## config.mk

```make
export PLATFORM = sky130hd
export DESIGN_NAME = cam_capture_param
export DESIGN_NICKNAME = d
export VERILOG_FILES = /design/src/rtl/cam_capture_param.sv
export SDC_FILE = /design/constraint.sdc
export NUM_CORES = 1
export LEC_CHECK = 0
export ABC_AREA = 1
export BUFFER_PORTS_ARGS = -buffer_cell sky130_fd_sc_hd__buf_2
export CAP_MARGIN = 20
export CORE_UTILIZATION = 55
export DETAILED_ROUTE_END_ITERATION = 6
export PLACE_DENSITY = 0.76
export SYNTH_ARGS = -nofsm -noshare
export SYNTH_HDL_FRONTEND = slang
export SYNTH_SLANG_ARGS = --single-unit
```

## constraint.sdc

```tcl
create_clock -name pclk -period 7.61 [get_ports pclk]
set_clock_uncertainty 0.15 [all_clocks]
set_input_delay 1.1415 -clock pclk [delete_from_list [all_inputs] [get_ports pclk]]
set_output_delay 1.1415 -clock pclk [all_outputs]
set_load 0.03 [all_outputs]
```

## src/rtl/cam_capture_param.sv

```systemverilog
// DVP camera capture: pairs sensor bytes into RGB565 (or YUYV->grey) pixels, crops, writes frame buffer.
// Latency: one pclk from the second byte of a pair to the registered write (we/addr/dout).
// Backpressure: none; the frame-buffer write port must accept one write per we cycle.
//
// Ports:
//   pclk, rst          - sensor pixel clock, asynchronous active-high reset
//   vsync, href, d     - DVP sensor inputs (vsync high = blanking, href high = bytes valid)
//   mode               - 0: RGB565 pass-through, 1: YUYV luma to grey RGB565
//   addr, dout, we     - frame-buffer write port
//   frame_done         - one-cycle pulse after a complete frame is stored
//   frame_cnt          - stored frame count (wraps)
//   line_err           - sticky short-line flag, cleared at the next start of frame
module cam_capture_param #(
    parameter int H_ACTIVE    = 320,
    parameter int V_ACTIVE    = 240,
    parameter int ADDR_W      = 17,
    parameter int SKIP_FRAMES = 2,
    parameter int BYTE_SWAP   = 0
) (
    input  logic              pclk,
    input  logic              rst,
    input  logic              vsync,
    input  logic              href,
    input  logic [7:0]        d,
    input  logic              mode,
    output logic [ADDR_W-1:0] addr,
    output logic [15:0]       dout,
    output logic              we,
    output logic              frame_done,
    output logic [7:0]        frame_cnt,
    output logic              line_err
);

    localparam int COL_W  = $clog2(H_ACTIVE + 1);
    localparam int ROW_W  = $clog2(V_ACTIVE + 1);
    localparam int SKIP_W = (SKIP_FRAMES > 0) ? $clog2(SKIP_FRAMES + 1) : 1;

    localparam logic [COL_W-1:0]  H_MAX    = COL_W'(H_ACTIVE);
    localparam logic [ROW_W-1:0]  V_MAX    = ROW_W'(V_ACTIVE);
    localparam logic [ADDR_W-1:0] H_STEP   = ADDR_W'(H_ACTIVE);
    localparam logic [SKIP_W-1:0] SKIP_MAX = SKIP_W'(SKIP_FRAMES);

    typedef enum logic [1:0] {
        WAIT_SOF = 2'd0,
        SKIP     = 2'd1,
        CAPTURE  = 2'd2
    } state_t;

    state_t            state_q, state_d;
    logic [SKIP_W-1:0] skip_q, skip_d;
    logic              vsync_q, href_q;
    logic              phase_q, phase_d;
    logic [7:0]        b0_q, b0_d;
    logic [COL_W-1:0]  col_q, col_d;
    logic [ROW_W-1:0]  row_q, row_d;
    logic [ADDR_W-1:0] base_q, base_d;
    logic [ADDR_W-1:0] addr_q, addr_d;
    logic [15:0]       dout_q, dout_d;
    logic              we_q, we_d;
    logic              done_q, done_d;
    logic [7:0]        fcnt_q, fcnt_d;
    logic              lerr_q, lerr_d;

    logic              sof, vrise, hfall, pix_evt, cap;
    logic [COL_W-1:0]  col_v;
    logic [ROW_W-1:0]  row_v;
    logic [ADDR_W-1:0] base_v;
    logic [15:0]       pair, grey;

    assign sof     = vsync_q & ~vsync;
    assign vrise   = ~vsync_q & vsync;
    assign hfall   = href_q & ~href;
    assign pix_evt = href & phase_q;

    // In YUYV the first byte of every pair is luma; replicate it into all three channels.
    assign pair = (BYTE_SWAP != 0) ? {d, b0_q} : {b0_q, d};
    assign grey = {b0_q[7:3], b0_q[7:2], b0_q[7:3]};

    always_comb begin
        state_d = state_q;
        skip_d  = skip_q;
        phase_d = href ? ~phase_q : 1'b0;
        b0_d    = (href && !phase_q) ? d : b0_q;
        addr_d  = addr_q;
        dout_d  = dout_q;
        we_d    = 1'b0;
        done_d  = 1'b0;
        fcnt_d  = fcnt_q;
        lerr_d  = lerr_q;
        cap     = (state_q == CAPTURE);
        col_v   = col_q;
        row_v   = row_q;
        base_v  = base_q;

        // Frame sequencing. The *_v copies carry the start-of-frame clear so that a
        // pixel landing on the same edge sees cleared counters.
        case (state_q)
            WAIT_SOF: begin
                if (sof) begin
                    if (skip_q < SKIP_MAX) begin
                        state_d = SKIP;
                    end else begin
                        state_d = CAPTURE;
                        cap     = 1'b1;
                    end
                    col_v  = '0;
                    row_v  = '0;
                    base_v = '0;
                    addr_d = '0;
                    lerr_d = 1'b0;
                end
            end
            SKIP: begin
                if (vrise) begin
                    skip_d  = skip_q + SKIP_W'(1);
                    state_d = WAIT_SOF;
                end
            end
            CAPTURE: begin
                if (vrise) begin
                    state_d = WAIT_SOF;
                    if (row_q == V_MAX) begin
                        done_d = 1'b1;
                        fcnt_d = fcnt_q + 8'd1;
                    end
                end
            end
            default: state_d = WAIT_SOF;
        endcase

        col_d  = col_v;
        row_d  = row_v;
        base_d = base_v;

        if (pix_evt) begin
            if (cap && (row_v < V_MAX) && (col_v < H_MAX)) begin
                we_d   = 1'b1;
                addr_d = base_v + ADDR_W'(col_v);
                dout_d = mode ? grey : pair;
            end
            // Saturate so pixels past the crop window keep being dropped.
            if (col_v < H_MAX) begin
                col_d = col_v + COL_W'(1);
            end
        end

        if (hfall) begin
            if ((state_q == CAPTURE) && (row_v < V_MAX) && (col_v != '0)) begin
                if (col_v < H_MAX) begin
                    lerr_d = 1'b1;
                end
                row_d  = row_v + ROW_W'(1);
                base_d = base_v + H_STEP;
            end
            col_d = '0;
        end
    end

    always_ff @(posedge pclk or posedge rst) begin
        if (rst) begin
            state_q <= WAIT_SOF;
            skip_q  <= '0;
            vsync_q <= 1'b0;
            href_q  <= 1'b0;
            phase_q <= 1'b0;
            b0_q    <= '0;
            col_q   <= '0;
            row_q   <= '0;
            base_q  <= '0;
            addr_q  <= '0;
            dout_q  <= '0;
            we_q    <= 1'b0;
            done_q  <= 1'b0;
            fcnt_q  <= '0;
            lerr_q  <= 1'b0;
        end else begin
            state_q <= state_d;
            skip_q  <= skip_d;
            vsync_q <= vsync;
            href_q  <= href;
            phase_q <= phase_d;
            b0_q    <= b0_d;
            col_q   <= col_d;
            row_q   <= row_d;
            base_q  <= base_d;
            addr_q  <= addr_d;
            dout_q  <= dout_d;
            we_q    <= we_d;
            done_q  <= done_d;
            fcnt_q  <= fcnt_d;
            lerr_q  <= lerr_d;
        end
    end

    assign addr       = addr_q;
    assign dout       = dout_q;
    assign we         = we_q;
    assign frame_done = done_q;
    assign frame_cnt  = fcnt_q;
    assign line_err   = lerr_q;

endmodule

```

# Yosys cells after proc, flatten, opt, wreduce, memory -nomap -nowiden
# Cells that the tools add are included.
# classes
eq_ne	5
bitwise	8
reduce_logical	13
muxes	36
magnitude_cmp	3
addsub	6
# ops
cell	n
2-to-1 mux 17 bit	8
2-to-1 mux 9 bit	5
2-to-1 mux 8 bit	4
adder 17 x 9 -> 17 bit	1
adder 17 x 9 -> 17 bit (second input constant)	1
adder 8 x 1 -> 8 bit (second input constant)	2
2-to-1 mux 1 bit	14
2-to-1 mux 11 bit	1
adder 9 x 1 -> 9 bit (second input constant)	1
less-than comparator 9 bit (second input constant)	1
nonzero test 9 bit	1
equality test 8 bit (second input constant)	1
less-than comparator 8 bit (second input constant)	1
2-to-1 mux 2 bit	3
AND reduction 2 bit	3
logical AND 1 bit	5
bitwise AND 1 bit	4
NOT 1 bit	4
case mux 2 bit (2 select lines)	1
AND reduction 3 bit	1
adder 2 x 1 -> 2 bit (second input constant)	1
equality test 2 x 1 -> 1 bit (second input constant)	1
equality test 2 bit (second input constant)	1
logical NOT 2 bit	1
5 further kinds	5
# word_totals
word_cells	86
out_inout_bits	44
register_bits	93

# Logic depth before layout (Yosys ltp)
# depth
ltp_word	9
ltp_mapped	23
mapped_depth_nobuf	18

# Worst setup path before layout
# Ideal clock, no wire load.
# synth_timing
path_kind	input-to-reg
from	input vsync
to	register addr_q[14], in the netlist addr[14]
t_arrival_ns	3.532
path_slack_ns	3.810
path_stages	22
setup_ns	0.117
required_ns	7.343
cell_sequence	inv_2 -> nand3_2 -> buf_6 -> buf_8 -> buf_6 -> buf_2 -> buf_2 -> nand2_1 -> inv_1 -> ha_1 -> inv_1 -> fa_1 -> nor2_1 -> nor2_1 -> o21ai_2 -> nand3_1 -> nand2_1 -> nand2_1 -> nand2_1 -> nand2_1 -> nand3_1 -> nand2_1
# synth_between
elab_chain_cells	9
word_cells_on_any_way	19
classes_between	add/sub (1); order compare (2); mux (12); bitwise (2); reduce/logical (2)
# synth_rtl
element	line	source
start, declared	22	input logic vsync,
NOT 1 bit (*)	70	assign sof = vsync_q & ~vsync;
bitwise AND 1 bit (*)	70	
parallel branches: the longest is 6 deep, another holds adder 17 x 9 -> 17 bit	n/a	
2-to-1 mux 17 bit (*)	135	if (pix_evt) begin
named net addr_d[14]	57	logic [ADDR_W-1:0] addr_q, addr_d;
end signal, assigned	186	addr_q <= addr_d;
end, declared	57	
# Mark *: on every way through the listed nets, which the timed path passes.
# A chain may end at the register's enable or synchronous reset.

# Worst setup path in the final report
# layout_timing
from	input vsync
to	register addr_q[6], in the netlist addr[6]
# Same word-level chain as after synthesis.

==> impl_metrics.py <==
metrics = {
    "floorplanning": {
        "start_util_pct": 56.97,
        "core_um2": 8763,
        "placementRows": 34,
        "fp.dieH_um": 97.27,
        "pin_count": 57,
        "die_x_um": 97.27,
        "die_area_um2": 9461,
    },
    "critical_path": {
        "critPathLaunch": "vsync",
        "path_depth": 18,
        "r2r_cells": 18,
        "r2r_slack_ns": 4.09,
        "worstPathArrival_ns": 3.87,
        "cpLargestDelayFamily": "buffers and inverters",
        "path_cells": "buf_2, inv_2, nand3_2, buf_4, nand2_1, inv_1, ha_1, inv_1, fa_1, nor2_1, nor2_1, o21ai_2, nand3_1, nand2_1, xnor2_1, nand2_1, nand2_1, inv_1",
        "path_buf_inv": 6,
        "critical-path-slowest-cell": "buf_4",
        "slowest_delay_ns": 0.53,
        "end_kind": "flip-flop",
        "crit-reg2reg-launch": "state_q[0]",
        "start_kind": "input port",
        "endpoint": "addr[6]",
        "crit_type": "input port to flip-flop",
        "required_ns": 7.74,
        "timing.rr.end": "addr[6]",
        "cp_common_cell": "nand2_1",
        "cp_max_fo": 56,
    },
    "global_route": {
        "grt_max_degree": 85,
        "antenna_found_initial": 0,
        "grt_usage_pct": 23.10,
        "grt_pass1_wl_um": 17680,
        "overflow": 0,
        "first_global_vias": 3902,
    },
    "placed_design": {
        "dp.final_hpwl_um": 7258,
        "port_buffers": 56,
        "place_congestion": 0.8257,
        "placed_cell_area_um2": 5314,
        "pre_cts_slack_ns": 3.481,
    },
    "final_layout": {
        "syn_to_final_growth_pct": 10.68,
        "final_nets": 701,
        "layout-drive-gt1-share_pct": 17.75,
        "final_core_util_pct": 63.05,
        "stdcell_area_um2": 5525,
        "diodes": 0,
    },
    "clock_network": {
        "post_cts_buffers": 0,
        "htree_levels": 3,
        "cts_sinks": 93,
        "clock-root-buffer": "clkbuf_8",
        "clk_latency_ns": 0.38,
        "cts_hold_buffers": 0,
        "cts_buffers": 9,
        "ctsResizeCount": 0,
        "clock_path_buffers": 2,
        "cts_tree": "yes",
        "clkSlewWorstSetupHoldPaths_ns": 0.09,
    },
    "power_and_ir_drop": {
        "powerDensity_nw_per_um2": 225.0,
        "leakagePower_nw": 3.182,
        "vdd_drop_max_mv": 0.1060,
    },
    "sta": {
        "setup_violations": 0,
        "drv_slew": 0,
        "min_period_over_period_pct": 49.12,
        "slew_headroom_pct": 50.33,
        "setup_ws_ns": 3.872,
        "fin_setup_tns_ns": 0,
        "tightestPinTransition_ns": 0.7432,
        "fmax_mhz": 267.5,
        "period_needed_ns": 3.738,
        "final-hold-violation-count": 0,
        "rsz0062_at_grt": "no",
        "holdWs_ns": 0.3202,
    },
    "route": {
        "route.detailed.drc": 0,
        "firstDrtPassIters": 5,
        "dr_total_vias": 4033,
        "drt_iter0_drc": 231,
        "wl_um": 10040,
        "via_per_inst": 5.144,
        "ant_nets": 0,
        "wl_per_cell_um": 12.81,
    },
    "synth": {
        "synth_cell_types": 39,
        "synth_top_area_cell": "dfrtp_1",
        "netlist.area_leader.share_pct": 46.62,
        "synth_seq_cells": 93,
        "synth-edff-count": 0,
        "syn_inst": 616,
        "syn_nets": 646,
        "async_reset_ff_share_pct": 100.0,
        "netlist_area_um2": 4992,
        "synth_ff_type": "dfrtp_1",
        "yosys_warnings": 0,
        "seq_area_frac_synth_pct": 46.62,
        "yosys-top-cells-area": "dfrtp_1 47%, nand2_1 13%, inv_1 5.8%",
        "syn_avg_cell_area_um2": 8.104,
    },
    "min_path": {
        "hp-start": "dout[1]",
        "hp-class": "flip-flop to flip-flop",
    },
    "run": {
        "maxCapViolCount": 0,
    },
    "run_status": {
        "status": "finished, final reports clean",
    },
}
-- sequential cells by signal, summed over array words and instances (netlist names) --
register / cells
state_q: 2
we: 1
row_q: 8
phase_q: 1
frame_done: 1
addr: 17
dout: 16
skip_q: 2
col_q: 9
line_err: 1
href_q: 1
b0_q: 8
vsync_q: 1
base_q: 17
frame_cnt: 8
-- how the worst min path moves through the flow --
stage / slack, ns / cells past startpoint / end
2_1_floorplan: 0.29 / 2 / base_q[0]
3_3_place_gp: 0.30 / 2 / dout[12]
3_5_place_dp: 0.30 / 2 / dout[12]
4_1_cts: 0.33 / 2 / dout[12]
5_1_grt: 0.35 / 2 / dout[6]
6_report: 0.32 / 2 / dout[1]
-- cell usage after synthesis, types with 2 or more instances --
cell type  number
a21oi_1        15
a21oi_2         2
a31oi_1         2
buf_2           7
buf_6           4
clkbuf_1        2
dfrtp_1        93
ha_1           16
inv_1          77
inv_2           8
nand2_1       179
nand2_2        15
nand2_4         2
nand3_1        46
nand3_2         3
nand4_1         8
nand4_2         2
nor2_1         31
nor2_2          6
nor2_4          3
nor3_1         11
nor3b_1         3
nor4_1          2
o21ai_0        34
o21ai_1         5
o21ai_2         2
xnor2_1         5
xor2_1         22
-- worst reg2reg max path, stage by stage, from the launching register on --
cell	delay [ns]
dfrtp_1	0.36
inv_1	0.07
ha_1	0.24
nand3_2	0.08
buf_4	0.53
nand2_1	0.22
inv_1	0.15
ha_1	0.18
inv_1	0.05
fa_1	0.38
nor2_1	0.16
nor2_1	0.07
o21ai_2	0.23
nand3_1	0.11
nand2_1	0.13
xnor2_1	0.14
nand2_1	0.06
nand2_1	0.08
inv_1	0.04
-- cells by family after synthesis --
kind of cell / count (synthesis) / share of synthesized area [%]
and+or+nand+nor: 313 / 28.42
buffers and inverters: 101 / 8.672
DFF: 93 / 46.62
AOI/OAI and AO/OA: 65 / 7.143
xor gates and xnor gates: 27 / 4.737
adders and majority gates: 17 / 4.411
-- metrics by stage --
| step | cells | total power, W |
|---|---|---|
| 2_1_floorplan | 616 | 0.0008648 |
| 3_3_place_gp | 767 | 0.0009371 |
| 3_5_place_dp | 767 | 0.0009468 |
| 4_1_cts | 783 | 0.001257 |
| 5_1_grt | 784 | 0.001320 |
| 6_report | 784 | 0.001243 |
-- routing by layer --
metal / track usage (%) / up-vias / part of all wire, %
met3: 3.165 / 20 / 3.4
met5: 0 / - / 0
met1: 31.01 / 1869 / 47
met4: 10.18 / 0 / 2.3
li1: - / 2060 / -
met2: 37.59 / 84 / 47
-- cell usage in the layout (no fill, tap or decap), drive strengths merged, types with 2 or more instances in the layout --
master,synthesis,routed
a21oi,17,17
a31oi,2,2
buf,13,59
clkbuf,2,9
clkinv,1,2
clkinvlp,0,5
dfrtp,93,93
ha,16,16
inv,85,86
nand2,196,196
nand3,49,49
nand4,10,10
nor2,40,40
nor3,12,12
nor3b,3,3
nor4,2,2
o21ai,41,41
xnor2,5,5
xor2,22,22
-- area by class of cell --
cell class,count,area [um^2]
Fill cell,769,3238
Timing Repair Buffer,59,322.8
Clock inverter,7,60.06
Tap cell,108,135.1
Sequential cell,93,2327
Multi-Input combinational cell,422,2232
Clock buffer,9,123.9
Inverter,86,324.1
-- power breakdown --
group | internal [W] | switching [W]
clock network | 0.000123 | 0.000186
registers | 0.000561 | 0.0000346
logic | 0.0000972 | 0.000242
(Power assumes the default switching activity.)
